$ cat src/rtl/select_next_hop_pkg.sv
// Shared definitions for the routing-table learner and the next-hop reader.
// Holds the data-memory map (byte addresses, 16-bit words), count clamps,
// the reader state encoding and a small saturating-clamp helper.
package select_next_hop_pkg;

  // Scalar table words
  localparam logic [15:0] NCNT_ADDR   = 16'h068A;  // stored neighborCount
  localparam logic [15:0] KSCNT_ADDR  = 16'h068C;  // learner's own sink-count word

  // Per-neighbor arrays, word stride 2 bytes
  localparam logic [15:0] NSCNT_BASE  = 16'h068E;  // per-neighbor sink count
  localparam logic [15:0] NID_BASE    = 16'h0048;  // neighborID
  localparam logic [15:0] CLU_BASE    = 16'h00C8;  // clusterID
  localparam logic [15:0] BAT_BASE    = 16'h0148;  // batteryStat
  localparam logic [15:0] Q_BASE      = 16'h01C8;  // qValue

  // Per-neighbor sinkID slot: MAX_SINKS words of 2 bytes each
  localparam logic [15:0] SID_BASE    = 16'h0248;
  localparam logic [15:0] SID_STRIDE  = 16'h0010;

  // Clamps applied to counts read back from memory
  localparam int MAX_NEIGHBORS = 128;
  localparam int MAX_SINKS     = 8;

  // Reader FSM encoding
  typedef enum logic [3:0] {
    S_IDLE,
    S_RD_NCNT,
    S_CHK_N,
    S_RD_SCNT,
    S_CHK_S,
    S_RD_SID,
    S_RD_Q,
    S_RD_BAT,
    S_COMPARE,
    S_RD_ID,
    S_RD_CLU,
    S_DONE
  } hop_state_t;

  // Saturate a stored count to its clamp so a corrupted table cannot run away
  function automatic logic [15:0] clamp_count(input logic [15:0] v,
                                              input logic [15:0] lim);
    return (v > lim) ? lim : v;
  endfunction

endpackage

$ cat src/rtl/select_next_hop_compare.sv
// Candidate-vs-best comparator for next-hop selection.
// Purely combinational; unsigned compares on qValue then batteryStat.
// Strict "greater than" keeps the earlier (lower index) entry on a full tie.
module hop_compare #(
  parameter int WORD_WIDTH = 16
) (
  input  logic [WORD_WIDTH-1:0] cq,
  input  logic [WORD_WIDTH-1:0] cb,
  input  logic [WORD_WIDTH-1:0] best_q,
  input  logic [WORD_WIDTH-1:0] best_battery,
  input  logic                  valid,
  output logic                  win
);

  logic w_q_gt;
  logic w_q_eq;
  logic w_b_gt;

  // Candidate wins when nothing is held yet, on higher q, or on equal q with more battery
  always_comb begin
    w_q_gt = (cq > best_q);
    w_q_eq = (cq == best_q);
    w_b_gt = (cb > best_battery);
    win    = ~valid | w_q_gt | (w_q_eq & w_b_gt);
  end

endmodule

$ cat src/rtl/select_next_hop.sv
// Walks the routing table in data memory and picks the best next hop for a sink.
// Each memory read takes two cycles (issue address, capture data_in next cycle).
// No backpressure: start is a level request; done holds until start drops.
module select_next_hop #(
  parameter int WORD_WIDTH    = 16,
  parameter int MAX_NEIGHBORS = select_next_hop_pkg::MAX_NEIGHBORS,
  parameter int MAX_SINKS     = select_next_hop_pkg::MAX_SINKS
) (
  input  logic                  clock,
  input  logic                  nrst,
  input  logic                  start,
  input  logic [WORD_WIDTH-1:0] fsinkID,
  input  logic [WORD_WIDTH-1:0] data_in,
  output logic [WORD_WIDTH-1:0] address,
  output logic                  wr_en,
  output logic [WORD_WIDTH-1:0] data_out,
  output logic [WORD_WIDTH-1:0] best_id,
  output logic [WORD_WIDTH-1:0] best_q,
  output logic [WORD_WIDTH-1:0] best_battery,
  output logic [WORD_WIDTH-1:0] best_cluster,
  output logic                  valid,
  output logic                  done
);

  import select_next_hop_pkg::*;

  localparam logic [WORD_WIDTH-1:0] LIM_N = WORD_WIDTH'(MAX_NEIGHBORS);
  localparam logic [WORD_WIDTH-1:0] LIM_S = WORD_WIDTH'(MAX_SINKS);

  // State and datapath registers
  hop_state_t            r_state;
  logic [WORD_WIDTH-1:0] r_addr;
  logic [WORD_WIDTH-1:0] r_fsink;
  logic [WORD_WIDTH-1:0] r_n;
  logic [WORD_WIDTH-1:0] r_k;
  logic [WORD_WIDTH-1:0] r_ncnt;
  logic [WORD_WIDTH-1:0] r_scnt;
  logic [WORD_WIDTH-1:0] r_sid_base;
  logic [WORD_WIDTH-1:0] r_cq;
  logic [WORD_WIDTH-1:0] r_cb;
  logic [WORD_WIDTH-1:0] r_best_id;
  logic [WORD_WIDTH-1:0] r_best_q;
  logic [WORD_WIDTH-1:0] r_best_bat;
  logic [WORD_WIDTH-1:0] r_best_clu;
  logic                  r_valid;
  logic                  r_done;

  // Next-state values
  hop_state_t            w_state_nxt;
  logic [WORD_WIDTH-1:0] w_addr_nxt;
  logic [WORD_WIDTH-1:0] w_fsink_nxt;
  logic [WORD_WIDTH-1:0] w_n_nxt;
  logic [WORD_WIDTH-1:0] w_k_nxt;
  logic [WORD_WIDTH-1:0] w_ncnt_nxt;
  logic [WORD_WIDTH-1:0] w_scnt_nxt;
  logic [WORD_WIDTH-1:0] w_sid_base_nxt;
  logic [WORD_WIDTH-1:0] w_cq_nxt;
  logic [WORD_WIDTH-1:0] w_cb_nxt;
  logic [WORD_WIDTH-1:0] w_best_id_nxt;
  logic [WORD_WIDTH-1:0] w_best_q_nxt;
  logic [WORD_WIDTH-1:0] w_best_bat_nxt;
  logic [WORD_WIDTH-1:0] w_best_clu_nxt;
  logic                  w_valid_nxt;
  logic                  w_done_nxt;

  // Address offsets, all wrapping in 16 bits
  logic [WORD_WIDTH-1:0] w_n_x2;
  logic [WORD_WIDTH-1:0] w_k_x2;
  logic [WORD_WIDTH-1:0] w_n_sid;
  logic                  w_win;

  // Word offsets for the current neighbor and sink slot
  always_comb begin
    w_n_x2  = {r_n[WORD_WIDTH-2:0], 1'b0};
    w_k_x2  = {r_k[WORD_WIDTH-2:0], 1'b0};
    w_n_sid = r_n * SID_STRIDE;
  end

  hop_compare #(
    .WORD_WIDTH (WORD_WIDTH)
  ) u_hop_compare (
    .cq           (r_cq),
    .cb           (r_cb),
    .best_q       (r_best_q),
    .best_battery (r_best_bat),
    .valid        (r_valid),
    .win          (w_win)
  );

  // FSM state register; reset aborts any search in flight
  always_ff @(posedge clock or negedge nrst) begin
    if (!nrst) begin
      r_state <= S_IDLE;
    end else begin
      r_state <= w_state_nxt;
    end
  end

  // Next-state and datapath update: one memory access per issue/capture pair
  always_comb begin
    w_state_nxt    = r_state;
    w_addr_nxt     = r_addr;
    w_fsink_nxt    = r_fsink;
    w_n_nxt        = r_n;
    w_k_nxt        = r_k;
    w_ncnt_nxt     = r_ncnt;
    w_scnt_nxt     = r_scnt;
    w_sid_base_nxt = r_sid_base;
    w_cq_nxt       = r_cq;
    w_cb_nxt       = r_cb;
    w_best_id_nxt  = r_best_id;
    w_best_q_nxt   = r_best_q;
    w_best_bat_nxt = r_best_bat;
    w_best_clu_nxt = r_best_clu;
    w_valid_nxt    = r_valid;
    w_done_nxt     = r_done;

    case (r_state)
      S_IDLE: begin
        w_done_nxt = 1'b0;
        if (start) begin
          // Previous result is dropped only when a new search is accepted
          w_fsink_nxt    = fsinkID;
          w_best_id_nxt  = '0;
          w_best_q_nxt   = '0;
          w_best_bat_nxt = '0;
          w_best_clu_nxt = '0;
          w_valid_nxt    = 1'b0;
          w_n_nxt        = '0;
          w_addr_nxt     = NCNT_ADDR;
          w_state_nxt    = S_RD_NCNT;
        end
      end

      S_RD_NCNT: begin
        w_ncnt_nxt  = clamp_count(data_in, LIM_N);
        w_state_nxt = S_CHK_N;
      end

      S_CHK_N: begin
        if (r_n == r_ncnt) begin
          w_state_nxt = S_DONE;
        end else begin
          w_addr_nxt     = NSCNT_BASE + w_n_x2;
          w_sid_base_nxt = SID_BASE + w_n_sid;
          w_state_nxt    = S_RD_SCNT;
        end
      end

      S_RD_SCNT: begin
        w_scnt_nxt  = clamp_count(data_in, LIM_S);
        w_k_nxt     = '0;
        w_state_nxt = S_CHK_S;
      end

      S_CHK_S: begin
        if (r_k == r_scnt) begin
          // Sink list exhausted without a match: neighbor does not qualify
          w_n_nxt     = r_n + 1'b1;
          w_state_nxt = S_CHK_N;
        end else begin
          w_addr_nxt  = r_sid_base + w_k_x2;
          w_state_nxt = S_RD_SID;
        end
      end

      S_RD_SID: begin
        if (data_in == r_fsink) begin
          w_addr_nxt  = Q_BASE + w_n_x2;
          w_state_nxt = S_RD_Q;
        end else begin
          w_k_nxt     = r_k + 1'b1;
          w_state_nxt = S_CHK_S;
        end
      end

      S_RD_Q: begin
        w_cq_nxt    = data_in;
        w_addr_nxt  = BAT_BASE + w_n_x2;
        w_state_nxt = S_RD_BAT;
      end

      S_RD_BAT: begin
        w_cb_nxt    = data_in;
        w_state_nxt = S_COMPARE;
      end

      S_COMPARE: begin
        // ID and cluster are fetched only for a winner, saving reads on losers
        if (w_win) begin
          w_addr_nxt  = NID_BASE + w_n_x2;
          w_state_nxt = S_RD_ID;
        end else begin
          w_n_nxt     = r_n + 1'b1;
          w_state_nxt = S_CHK_N;
        end
      end

      S_RD_ID: begin
        w_best_id_nxt  = data_in;
        w_best_q_nxt   = r_cq;
        w_best_bat_nxt = r_cb;
        w_addr_nxt     = CLU_BASE + w_n_x2;
        w_state_nxt    = S_RD_CLU;
      end

      S_RD_CLU: begin
        w_best_clu_nxt = data_in;
        w_valid_nxt    = 1'b1;
        w_n_nxt        = r_n + 1'b1;
        w_state_nxt    = S_CHK_N;
      end

      S_DONE: begin
        w_done_nxt = 1'b1;
        if (!start) begin
          w_state_nxt = S_IDLE;
        end
      end

      default: begin
        w_state_nxt = S_IDLE;
      end
    endcase
  end

  // Datapath registers; everything clears on reset so no partial result survives
  always_ff @(posedge clock or negedge nrst) begin
    if (!nrst) begin
      r_addr     <= '0;
      r_fsink    <= '0;
      r_n        <= '0;
      r_k        <= '0;
      r_ncnt     <= '0;
      r_scnt     <= '0;
      r_sid_base <= '0;
      r_cq       <= '0;
      r_cb       <= '0;
      r_best_id  <= '0;
      r_best_q   <= '0;
      r_best_bat <= '0;
      r_best_clu <= '0;
      r_valid    <= 1'b0;
      r_done     <= 1'b0;
    end else begin
      r_addr     <= w_addr_nxt;
      r_fsink    <= w_fsink_nxt;
      r_n        <= w_n_nxt;
      r_k        <= w_k_nxt;
      r_ncnt     <= w_ncnt_nxt;
      r_scnt     <= w_scnt_nxt;
      r_sid_base <= w_sid_base_nxt;
      r_cq       <= w_cq_nxt;
      r_cb       <= w_cb_nxt;
      r_best_id  <= w_best_id_nxt;
      r_best_q   <= w_best_q_nxt;
      r_best_bat <= w_best_bat_nxt;
      r_best_clu <= w_best_clu_nxt;
      r_valid    <= w_valid_nxt;
      r_done     <= w_done_nxt;
    end
  end

  // Read-only client of the shared memory port
  always_comb begin
    address      = r_addr;
    wr_en        = 1'b0;
    data_out     = '0;
    best_id      = r_best_id;
    best_q       = r_best_q;
    best_battery = r_best_bat;
    best_cluster = r_best_clu;
    valid        = r_valid;
    done         = r_done;
  end

endmodule

$ cat config.mk
export PLATFORM = sky130hd
export DESIGN_NAME = select_next_hop
export DESIGN_NICKNAME = d
export VERILOG_FILES = /design/src/rtl/select_next_hop_pkg.sv /design/src/rtl/select_next_hop_compare.sv /design/src/rtl/select_next_hop.sv
export SDC_FILE = /design/constraint.sdc
export NUM_CORES = 1
export LEC_CHECK = 0
export ABC_AREA = 1
export CORE_UTILIZATION = 52
export DETAILED_ROUTE_END_ITERATION = 8
export DONT_BUFFER_PORTS = 1
export PLACE_DENSITY = 0.81
export SLEW_MARGIN = 20
export SYNTH_ARGS = -nofsm -noshare
export SYNTH_HDL_FRONTEND = slang
export SYNTH_SLANG_ARGS = --single-unit
$ cat constraint.sdc
create_clock -name clock -period 2.55 [get_ports clock]
set_clock_uncertainty 0.15 [all_clocks]
set_input_delay 0.1275 -clock clock [delete_from_list [all_inputs] [get_ports clock]]
set_output_delay 0.1275 -clock clock [all_outputs]
set_load 0.02 [all_outputs]
==> results.cfg, run 1 <==
[synthesis]
synthCells = 1516
post_synth_instance_area_sq_um = 11900
number_of_flops_mapped_to_enable_cells_by_yosys = 0
synth-warning-count = 0
synthesis.area_per_instance_sq_um = 7.85
synth-main-ff-cell = sky130_fd_sc_hd__dfrtp_1
asyncSetResetFlopFracSynth_pct = 100
synth-seq-cells = 210
ys_seq_area_share_pct = 44.1
yosys.cell_types.count = 46

[timing]
layout_min_cycle_time_ns = 2.41
relSlewSlack_pct = 62.8
fmax_mhz = 415
slew_violations = 0
final-hold-violation-count = 210
setup-violations-final = 0
worstMarginPinSlew_ns = 0.554
crit_share_post_route_pct = 94.4
worst_hold_slack_ns = -0.850

[finish]
drive_above_1_share_pct = 10.2
final-instance-count-excl-fill = 1911
n_antenna_cell = 0
area_growth_pct = 16.2
post_layout_inst_area_sq_um = 13800
number_of_nets_at_the_end_of_the_flow = 1704
filler_instances = 1865
postLayoutCoreUtil_pct = 62.4

[critical_path]
reg2reg_depth = 8
start_kind = flip-flop
timing.critical_path.arrival_ns = 2.72
criticalPathCategory = reg -> reg
worst_flop_to_flop_path_endpoint = r_fsink[1]$_DFFE_PN0P_
worst-path-max-fanout = 16
r2r_slack_ns = 0.14
rr_startpoint = r_state[3]$_DFFE_PN0P_
crit_required_ns = 2.86
timing.critical_path.to_type = flip-flop

[outcome]
violated_checks = negative hold slack
outcome = finished, violations left

[drt]
detail_route.wl_per_cell_um = 17.7
number_of_vias_in_the_routed_layout = 10905
detail_route.iter0.violations = 1014
drt-total-wl_um = 33800
avgViaCountPerCell = 5.71
drt_pass1_iterations = 5
drc_errors = 0
ant_nets = 0

[power_and_ir_drop]
total_power_after_layout_uw = 14400
p_leak_uw = 0.00682
power.density_cell_area_nw_per_um2 = 1040
vdd.ir_drop.worst_mv = 0.853

[floorplanning]
coreArea_sq_um = 22200
row_count = 54
die_footprint_sq_um = 23500
initial_utilization_pct = 53.7
die-height_um = 153
width_of_the_chip_um = 153
pin_count = 134

[grt]
antenna_found_initial = 0
grt_start_max_net_pins = 211
track_usage_pct = 29.0
grt_pass1_wl_um = 54600
via_count_of_the_first_global_routing_pass = 10605
globalRouteMet1Util_pct = 38.1
globalRouteMet3Util_pct = 6.10
globalRoute.totalOverflow = 0
layer_with_the_highest_usage = met2
grt_use_met2_pct = 47.2

[clock_tree]
clock_sink_count = 210
cts-htree-levels = 1
cts_buffers = 23
clock_tree_from_tritoncts = built
clock_tree.root_cell = sky130_fd_sc_hd__clkbuf_16
clock_latency_on_the_worst_skew_pair_ns = 0.53
clk_pin_slew_worst_paths_ns = 0.06
clk_path_buf_depth = 3
cts_hold_repair.buffers = 50

[placed_design]
placed_cell_area_sq_um = 12500
place.gp.congestion = 0.910
place.port_buffers = 0
post-place-cells = 1816
dp_hpwl_um = 23100

[min_path]
min_path_type = in -> async

[job]
max_cap_viol = 0
[kinds of logic (layout without fill, tap and decap cells)]
family / after synthesis / after routing / share of synthesized area [%]
flops: 210 / 210 / 44.1
buf+inv: 229 / 327 / 8.18
xor+xnor: 68 / 68 / 5.00
fa+ha+maj: 52 / 52 / 5.53
other cells: 1 / 18 / 0.0315
simple gates: 729 / 729 / 26.7
compound gates: 227 / 227 / 10.5
[routing by layer]
metal	share of wire (%)	wire length, um
met2	47	15700
met5	0	0
met3	8.4	2830
met1	42	14200
met4	3.0	1020
[registers in the layout, indices dropped and copies added, names as in the netlist, 4 cells and up]
register	cells
r_cb	16
r_fsink	16
best_id	16
r_state	4
best_cluster	16
address	15
r_scnt	16
r_ncnt	16
best_q	16
best_battery	16
r_sid_base	13
r_n	16
r_k	16
r_cq	16
[cell type report]
type                            count  area [sq um]  area share [%]
Inverter                          154           579            4.19
Clock buffer                       30           622            4.49
Timing Repair Buffer              134          1130            8.20
Multi-Input combinational cell   1094          5800            41.9
Tap cell                          280           350            2.53
Sequential cell                   210          5260            38.0
Clock inverter                      9          90.1           0.651
[critical path, cell delays in order, from the launching register on]
cell                            delay (ns)
sky130_fd_sc_hd__dfrtp_1              0.43
sky130_fd_sc_hd__buf_4                0.16
sky130_fd_sc_hd__nor2_1               0.20
sky130_fd_sc_hd__nand2_1              0.21
sky130_fd_sc_hd__nor2_2               0.17
sky130_fd_sc_hd__buf_4                0.23
sky130_fd_sc_hd__nand2_1              0.09
sky130_fd_sc_hd__dlygate4sd3_1        0.60
sky130_fd_sc_hd__nand2_1              0.10
[cell usage after synthesis, types with 4 or more instances]
cell                       number  area (sq um)
sky130_fd_sc_hd__nand2_1      368          1380
sky130_fd_sc_hd__dfrtp_1      210          5260
sky130_fd_sc_hd__nand3_1      153           766
sky130_fd_sc_hd__inv_1        144           541
sky130_fd_sc_hd__o21ai_0      138           691
sky130_fd_sc_hd__nor2_1       117           439
sky130_fd_sc_hd__xor2_1        55           482
sky130_fd_sc_hd__ha_1          51           638
sky130_fd_sc_hd__a21oi_1       48           240
sky130_fd_sc_hd__nand4_1       37           231
sky130_fd_sc_hd__clkbuf_1      35           131
sky130_fd_sc_hd__buf_4         23           173
sky130_fd_sc_hd__nor3_1        22           110
sky130_fd_sc_hd__buf_2         15          75.1
sky130_fd_sc_hd__xnor2_1       13           114
sky130_fd_sc_hd__o31ai_1       12          90.1
sky130_fd_sc_hd__inv_2          9          33.8
sky130_fd_sc_hd__nand2_2        7          43.8
sky130_fd_sc_hd__nand3b_1       5          37.5
sky130_fd_sc_hd__a21o_1         4          30.0
sky130_fd_sc_hd__nor2_4         4          45.0
sky130_fd_sc_hd__o211ai_1       4          30.0
sky130_fd_sc_hd__o21ai_1        4          20.0
[worst max-delay path by stage]
stage	start	endpoint	slack [ns]	cells after the start
after floorplan	r_state[0]$_DFFE_PN0P_	address[15]$_DFFE_PN0P_	0.04	17
after global placement	r_state[3]$_DFFE_PN0P_	address[15]$_DFFE_PN0P_	0.07	18
after detailed placement	r_state[3]$_DFFE_PN0P_	address[13]$_DFFE_PN0P_	0.02	17
after CTS	r_state[3]$_DFFE_PN0P_	address[12]$_DFFE_PN0P_	0.04	17
after global routing	r_state[3]$_DFFE_PN0P_	address[15]$_DFFE_PN0P_	-0.007	16
final	r_state[3]$_DFFE_PN0P_	r_fsink[1]$_DFFE_PN0P_	0.14	8
[metrics by stage]
step	hold WS, ns	setup WS [ns]	setup TNS (ns)
final	-0.850	0.142	0
after detailed placement	-0.301	0.0227	0
after global placement	-0.301	0.0680	0
after CTS	-0.855	0.0442	0
after floorplan	-0.318	0.0436	0
after global routing	-0.869	-0.00747	-0.00747
[what timing repair did]
| item | CTS | global route |
|---|---|---|
| pin swaps | 0 | 7 |
| gates resized for setup | 2 | 17 |
| setup buffers | 1 | 5 |
| endpoints found under the hold margin | 317 | 210 |
| setup endpoints to repair | 2 | 15 |
[placed cells by master (no fill, tap or decap), types with 21 or more instances in the layout]
| cell | netlist | final |
|---|---|---|
| sky130_fd_sc_hd__nand2_1 | 368 | 364 |
| sky130_fd_sc_hd__inv_1 | 144 | 143 |
| sky130_fd_sc_hd__nor2_1 | 117 | 116 |
| sky130_fd_sc_hd__dfrtp_1 | 210 | 209 |
| sky130_fd_sc_hd__a21oi_1 | 48 | 48 |
| sky130_fd_sc_hd__buf_4 | 23 | 83 |
| sky130_fd_sc_hd__nand3_1 | 153 | 153 |
| sky130_fd_sc_hd__ha_1 | 51 | 49 |
| sky130_fd_sc_hd__clkbuf_16 | 0 | 23 |
| sky130_fd_sc_hd__dlygate4sd3_1 | 0 | 50 |
| sky130_fd_sc_hd__nor3_1 | 22 | 21 |
| sky130_fd_sc_hd__nand4_1 | 37 | 37 |
| sky130_fd_sc_hd__o21ai_0 | 138 | 136 |
| sky130_fd_sc_hd__xor2_1 | 55 | 55 |
[report_power, final]
| group | switching [uW] | internal (uW) |
|---|---|---|
| Sequential | 1170 | 4300 |
| Combinational | 3730 | 2010 |
| Clock | 1400 | 1830 |
| Total | 6310 | 8140 |
Note: power is estimated with default switching activity, not from simulation.
==> run 2, diff against run 1 <==
Settings changed: ABC_AREA 1 to default.
==> results.cfg, run 2 <==
[drt]
avgViaCountPerCell = 6.09
detail_route.iter0.violations = 933
ant_nets = 0
drt_pass1_iterations = 6
number_of_vias_in_the_routed_layout = 10235
drc_errors = 0
detail_route.wl_per_cell_um = 22.0
drt-total-wl_um = 37000

[synthesis]
number_of_flops_mapped_to_enable_cells_by_yosys = 0
synth_xor_xnor_area_share_pct = 6.87
asyncSetResetFlopFracSynth_pct = 100
synth_top_area_cell = sky130_fd_sc_hd__dfrtp_1
synthTopCellsByCount = sky130_fd_sc_hd__dfrtp_1, sky130_fd_sc_hd__nand2_1, sky130_fd_sc_hd__o21ai_0
synth.area.mux_share_pct = 4.75
yosys.cell_types.count = 71
synth-seq-cells = 210
post_synth_and_or_nand_nor_area_fraction_pct = 17.4
synth-warning-count = 0
synthesis.area_per_instance_sq_um = 9.67
combinational_family_with_the_most_area_after_synthesis = simple AND/OR/NAND/NOR gates
synthMostInstantiatedCell = sky130_fd_sc_hd__dfrtp_1
post_synth_instance_area_sq_um = 11400
synthTopCellsByArea = sky130_fd_sc_hd__dfrtp_1, sky130_fd_sc_hd__nand2_1, sky130_fd_sc_hd__ha_1
synth.top_cell.area_share_pct = 46.3
synthCells = 1174
ys_seq_area_share_pct = 46.3
synth-main-ff-cell = sky130_fd_sc_hd__dfrtp_1
synth_fa_ha_area_share_pct = 5.80
synth_compound_area_share_pct = 13.2

[floorplanning]
initial_utilization_pct = 53.5
pin_count = 134
coreArea_sq_um = 21200
width_of_the_chip_um = 150
die_footprint_sq_um = 22400
row_count = 53
die-height_um = 150

[critical_path]
cp-endpoint = address[1]$_DFFE_PN0P_
timing.critical_path.arrival_ns = 3.26
criticalPathCategory = reg -> reg
worst_flop_to_flop_path_endpoint = address[1]$_DFFE_PN0P_
worst-path-max-fanout = 7
rr_startpoint = best_q[15]$_DFFE_PN0P_
crit_start = best_q[15]$_DFFE_PN0P_
start_kind = flip-flop
crit_required_ns = 2.80
reg2reg_depth = 11
r2r_slack_ns = -0.45
timing.critical_path.to_type = flip-flop

[placed_design]
dp_hpwl_um = 21300
place.port_buffers = 0
place.gp.congestion = 0.883
pre_cts_slack_ns = -0.331

[timing]
fmax_mhz = 333
worst_hold_slack_ns = -0.833
crit_share_post_route_pct = 118
fin_tns_setup_ns = -11.43
setup-violations-final = 34
final_critical_path_setup_slack_ns = -0.454
slew_violations = 0
relSlewSlack_pct = 40.2
layout_min_cycle_time_ns = 3.00
final-hold-violation-count = 210
worstMarginPinSlew_ns = 0.890
rsz0062_at_grt = true

[grt]
grt_start_max_net_pins = 211
track_usage_pct = 32.2
grt_pass1_wl_um = 55500
antenna_found_initial = 3
via_count_of_the_first_global_routing_pass = 10355
globalRoute.totalOverflow = 0

[clock_tree]
clk_path_buf_depth = 3
clock_tree_from_tritoncts = built
cts_hold_repair.buffers = 34
cts_buffers = 23
clock_latency_on_the_worst_skew_pair_ns = 0.55
clock_tree.root_cell = sky130_fd_sc_hd__clkbuf_16
cts-htree-levels = 1
clock_sink_count = 210
clk_pin_slew_worst_paths_ns = 0.07

[finish]
mostFrequentLayoutCells = sky130_fd_sc_hd__buf_4, sky130_fd_sc_hd__nand2_1, sky130_fd_sc_hd__dfrtp_1, sky130_fd_sc_hd__o21ai_0, sky130_fd_sc_hd__xor2_1
final_common_cell = sky130_fd_sc_hd__buf_4
area_growth_pct = 30.1
filler_instances = 1398
drive_above_1_share_pct = 29.2
postLayoutCoreUtil_pct = 69.6
number_of_nets_at_the_end_of_the_flow = 1476

[min_path]
min_path_type = in -> async

[outcome]
outcome = finished, violations left
violated_checks = negative hold slack, negative setup slack

[power_and_ir_drop]
power.density_cell_area_nw_per_um2 = 1180
total_power_after_layout_uw = 17500
p_leak_uw = 0.00689
vdd.ir_drop.worst_mv = 0.936

[job]
max_cap_viol = 0
-- run 2: changes by cell type after synthesis, moves of 36 or more --
cell                      change
sky130_fd_sc_hd__mux2_2      +36
sky130_fd_sc_hd__nand2_1    -161
sky130_fd_sc_hd__nand3_1    -116
sky130_fd_sc_hd__nor2_1      -75
sky130_fd_sc_hd__o21ai_0     -68
sky130_fd_sc_hd__inv_1       -93
-- run 2: cells by family after synthesis --
logic type               after synthesis
adder cells (fa/ha/maj)               52
XOR/XNOR                              89
flip-flops                           210
buffers and inverters                134
AO/OA/AOI/OAI                        231
multiplexers                          47
other                                  1
AND/OR/NAND/NOR                      410
-- run 2: worst min path at each step --
stage                              endpoint  slack, ns  cells past startpoint
floorplan           address[10]$_DFFE_PN0P_      -0.32                      0
global placement      r_scnt[9]$_DFFE_PN0P_      -0.30                      0
detailed placement    r_scnt[9]$_DFFE_PN0P_      -0.31                      0
CTS                   best_q[6]$_DFFE_PN0P_      -0.87                      0
global route            r_cb[7]$_DFFE_PN0P_      -0.85                      0
finish                r_scnt[9]$_DFFE_PN0P_      -0.83                      0
-- run 2: where the power goes --
part / leakage (uW) / total, uW / internal (uW) / switching [uW]
Clock: 0.000352 / 3260 / 1800 / 1460
Sequential: 0.00274 / 5670 / 4390 / 1270
Combinational: 0.00380 / 8550 / 4040 / 4510
Total: 0.00689 / 17500 / 10200 / 7240
-- run 2: metal layers --
metal	global-route usage [%]	wire length [um]
met5	0	0
met1	38.4	13600
met4	18.0	2530
met3	8.08	3450
met2	53.0	17400
-- run 2: per-stage QoR --
stage          std cells  instance area (sq um)
3_3_place_gp        1580                  13100
4_1_cts             1668                  14600
5_1_grt             1682                  14800
6_report            1682                  14800
2_1_floorplan       1191                  11700
3_5_place_dp        1580                  13100
-- run 2: layout make-up --
| cell class | instances | area [sq um] | share of cell area (%) |
|---|---|---|---|
| multi-input combinational | 848 | 6150 | 41.6 |
| inverter | 51 | 191 | 1.30 |
| clock inverter | 11 | 90.1 | 0.610 |
| sequential | 210 | 5270 | 35.7 |
| clock buffer | 30 | 642 | 4.35 |
| tap | 275 | 344 | 2.33 |
| timing repair buffer | 255 | 2080 | 14.1 |
| antenna | 2 | 5.00 | 0.0339 |
-- run 2: repair_timing --
item	CTS	global route
cloned	2	0
gates resized for setup	53	27
pin swaps	48	36
buffers inserted	13	14
setup endpoints to repair	34	48
endpoints found under the hold margin	305	210
-- run 2: critical path, cell delays in order (launching register included) --
cell,delay (ns)
sky130_fd_sc_hd__dfrtp_1,0.41
sky130_fd_sc_hd__inv_2,0.08
sky130_fd_sc_hd__ha_4,0.28
sky130_fd_sc_hd__nand4_1,0.21
sky130_fd_sc_hd__buf_4,0.23
sky130_fd_sc_hd__a2111oi_4,0.43
sky130_fd_sc_hd__o31ai_4,0.15
sky130_fd_sc_hd__buf_4,0.15
sky130_fd_sc_hd__and2_4,0.16
sky130_fd_sc_hd__nand3_4,0.15
sky130_fd_sc_hd__nand2_8,0.12
sky130_fd_sc_hd__mux2_4,0.33
==> run 3, diff against run 2 <==
Settings changed: SYNTH_HIERARCHICAL from default to 1.
==> results.cfg, run 3 <==
[placed_design]
place.gp.congestion = 0.908
pre_cts_slack_ns = -0.506
dp_hpwl_um = 21800
post-place-cells = 1530
place.port_buffers = 0

[finish]
number_of_nets_at_the_end_of_the_flow = 1450
final_common_cell = sky130_fd_sc_hd__dfrtp_1
area_growth_pct = 29.7
mostFrequentLayoutCells = sky130_fd_sc_hd__dfrtp_1, sky130_fd_sc_hd__buf_4, sky130_fd_sc_hd__nand2_1, sky130_fd_sc_hd__dlygate4sd3_1
final-instance-count-excl-fill = 1655
drive_above_1_share_pct = 25.3

[synthesis]
number_of_flops_mapped_to_enable_cells_by_yosys = 0
synth.top_cell.area_share_pct = 45.8
synth_fa_ha_area_share_pct = 5.74
synth-warning-count = 6
synth-seq-cells = 210
synth_xor_xnor_area_share_pct = 6.26
post_synth_instance_area_sq_um = 11500
synthTopCellsByArea = sky130_fd_sc_hd__dfrtp_1, sky130_fd_sc_hd__ha_1, sky130_fd_sc_hd__nand2_1
synthMostInstantiatedCell = sky130_fd_sc_hd__dfrtp_1
synth_compound_area_share_pct = 17.3
post_synth_and_or_nand_nor_area_fraction_pct = 14.6
asyncSetResetFlopFracSynth_pct = 100
synthesis.area_per_instance_sq_um = 10.0
synth_top_area_cell = sky130_fd_sc_hd__dfrtp_1
synthCells = 1144
synthTopCellsByCount = sky130_fd_sc_hd__dfrtp_1, sky130_fd_sc_hd__nand2_1, sky130_fd_sc_hd__inv_1
yosys.cell_types.count = 82
combinational_family_with_the_most_area_after_synthesis = compound AO/OA/AOI/OAI gates
synth.area.mux_share_pct = 4.60
synth-main-ff-cell = sky130_fd_sc_hd__dfrtp_1
ys_seq_area_share_pct = 45.8

[timing]
worstMarginPinSlew_ns = 0.605
layout_min_cycle_time_ns = 3.13
relSlewSlack_pct = 59.6
final_critical_path_setup_slack_ns = -0.581
setup-violations-final = 34
rsz0062_at_grt = true
fmax_mhz = 319
final-hold-violation-count = 210
crit_share_post_route_pct = 123
fin_tns_setup_ns = -16.40
worst_hold_slack_ns = -0.824
slew_violations = 0

[critical_path]
start_kind = flip-flop
crit_required_ns = 2.82
r2r_slack_ns = -0.58
worst-path-max-fanout = 6
timing.critical_path.arrival_ns = 3.40
criticalPathCategory = reg -> reg
timing.critical_path.to_type = flip-flop

[clock_tree]
clock_latency_on_the_worst_skew_pair_ns = 0.55
cts_buffers = 23
clk_path_buf_depth = 3
clock_tree.root_cell = sky130_fd_sc_hd__clkbuf_16
clk_pin_slew_worst_paths_ns = 0.07
cts-htree-levels = 1
clock_sink_count = 210
clock_tree_from_tritoncts = built
cts_hold_repair.buffers = 61

[drt]
drt-total-wl_um = 36900
drt_pass1_iterations = 5
detail_route.wirelength.met1_um = 13900
detail_route.wl_per_cell_um = 22.3
detail_route.iter0.violations = 900
number_of_vias_in_the_routed_layout = 10387
ant_nets = 0
topRoutingLayerUsed = met4
avgViaCountPerCell = 6.28
detailroute.wirelength.met3_um = 3260
drc_errors = 0
routed-wl-met2_um = 17600

[floorplanning]
coreArea_sq_um = 21400
initial_utilization_pct = 53.7
die_footprint_sq_um = 22700
pin_count = 134
width_of_the_chip_um = 151
die-height_um = 151
row_count = 53

[power_and_ir_drop]
p_leak_uw = 0.00696
total_power_after_layout_uw = 17400
vdd.ir_drop.worst_mv = 0.877
power.density_cell_area_nw_per_um2 = 1170

[grt]
globalRoute.totalOverflow = 0
grt_pass1_wl_um = 56800
via_count_of_the_first_global_routing_pass = 10601
track_usage_pct = 32.6
antenna_found_initial = 0
grt_start_max_net_pins = 211

[job]
max_cap_viol = 0

[min_path]
min_path_type = in -> async

[outcome]
violated_checks = negative hold slack, negative setup slack
outcome = finished, violations left
run 3: cell count changes in the layout (fill, tap and decap cells not counted), sizes merged, moves of 6 or more:
| cell | delta |
|---|---|
| nand3 | -10 |
| dlygate4sd3 | +26 |
| o21ai | -17 |
| or4 | +9 |
| a22o | +48 |
| inv | +8 |
| a211oi | +6 |
| nor3 | -6 |
| o31ai | -23 |
| buf | -21 |
| nand2 | -68 |
run 3: repair_timing:
item                                    in CTS  in global routing
gates cloned                                 0                  0
gates resized for setup                     46                 23
pin swaps                                   22                 12
endpoints found under the hold margin      307                210
buffers inserted                             8                 15
endpoints found under the setup margin      34                 51
run 3: cell type report:
class                      instances  area, sq um
inverter                          60          225
antenna                            1         2.50
timing repair buffer             261         2200
sequential                       210         5270
clock inverter                    11          199
clock buffer                      30          622
fill                            1403         6470
multi-input combinational        807         6010
tap                              275          344
run 3: critical path, cell delays in order (launching register included):
cell and delay (ns):
sky130_fd_sc_hd__dfrtp_2 0.36, sky130_fd_sc_hd__inv_1 0.05, sky130_fd_sc_hd__ha_1 0.30, sky130_fd_sc_hd__nand4_1 0.14, sky130_fd_sc_hd__or4_4 0.56, sky130_fd_sc_hd__o221a_4 0.30
sky130_fd_sc_hd__o21ai_4 0.22, sky130_fd_sc_hd__buf_6 0.14, sky130_fd_sc_hd__nand2_4 0.05, sky130_fd_sc_hd__o21ai_4 0.15, sky130_fd_sc_hd__buf_4 0.20, sky130_fd_sc_hd__a2111oi_4 0.03
sky130_fd_sc_hd__xnor2_1 0.24, sky130_fd_sc_hd__nor2_1 0.10
run 3: logic make-up after synthesis:
group | count (synthesis)
adder cells (fa/ha/maj) | 52
flip-flops | 210
XOR/XNOR | 82
AO/OA/AOI/OAI | 271
other | 1
buffers and inverters | 144
multiplexers | 47
AND/OR/NAND/NOR | 337
run 3: final timing paths:
kind	startpoint	to	cells past startpoint
max in group asynchronous	nrst	r_n[0]$_DFFE_PN0P_	0
worst min register to register	r_sid_base[3]$_DFFE_PN0P_	r_sid_base[3]$_DFFE_PN0P_	1
worst max-delay path	best_q[8]$_DFFE_PN0P_	r_n[9]$_DFFE_PN0P_	13
min in group clock	data_in[12]	best_id[12]$_DFFE_PN0P_	2
worst max register to register	best_q[8]$_DFFE_PN0P_	r_n[9]$_DFFE_PN0P_	13
worst min-delay path	nrst	r_sid_base[15]$_DFFE_PN0P_	0
run 3: through the flow:
stage / utilization [%] / instance area [sq um]
2_1_floorplan: - / 11600
3_3_place_gp: 60.4 / 12900
3_5_place_dp: 60.4 / 12900
4_1_cts: 68.6 / 14700
5_1_grt: 69.7 / 14900
6_report: 69.7 / 14900
run 3: where the power goes:
group | internal (uW) | leakage [uW] | switching [uW]
Sequential | 4370 | 0.00274 | 1200
Clock | 2240 | 0.000404 | 1420
Combinational | 3900 | 0.00381 | 4260
run 3: layer usage:
metal / vias up / GRT usage, %
li1: 4507 / -
met1: 5111 / 40.2
met2: 605 / 53.9
met3: 164 / 6.06
met4: 0 / 18.4
met5: - / 0
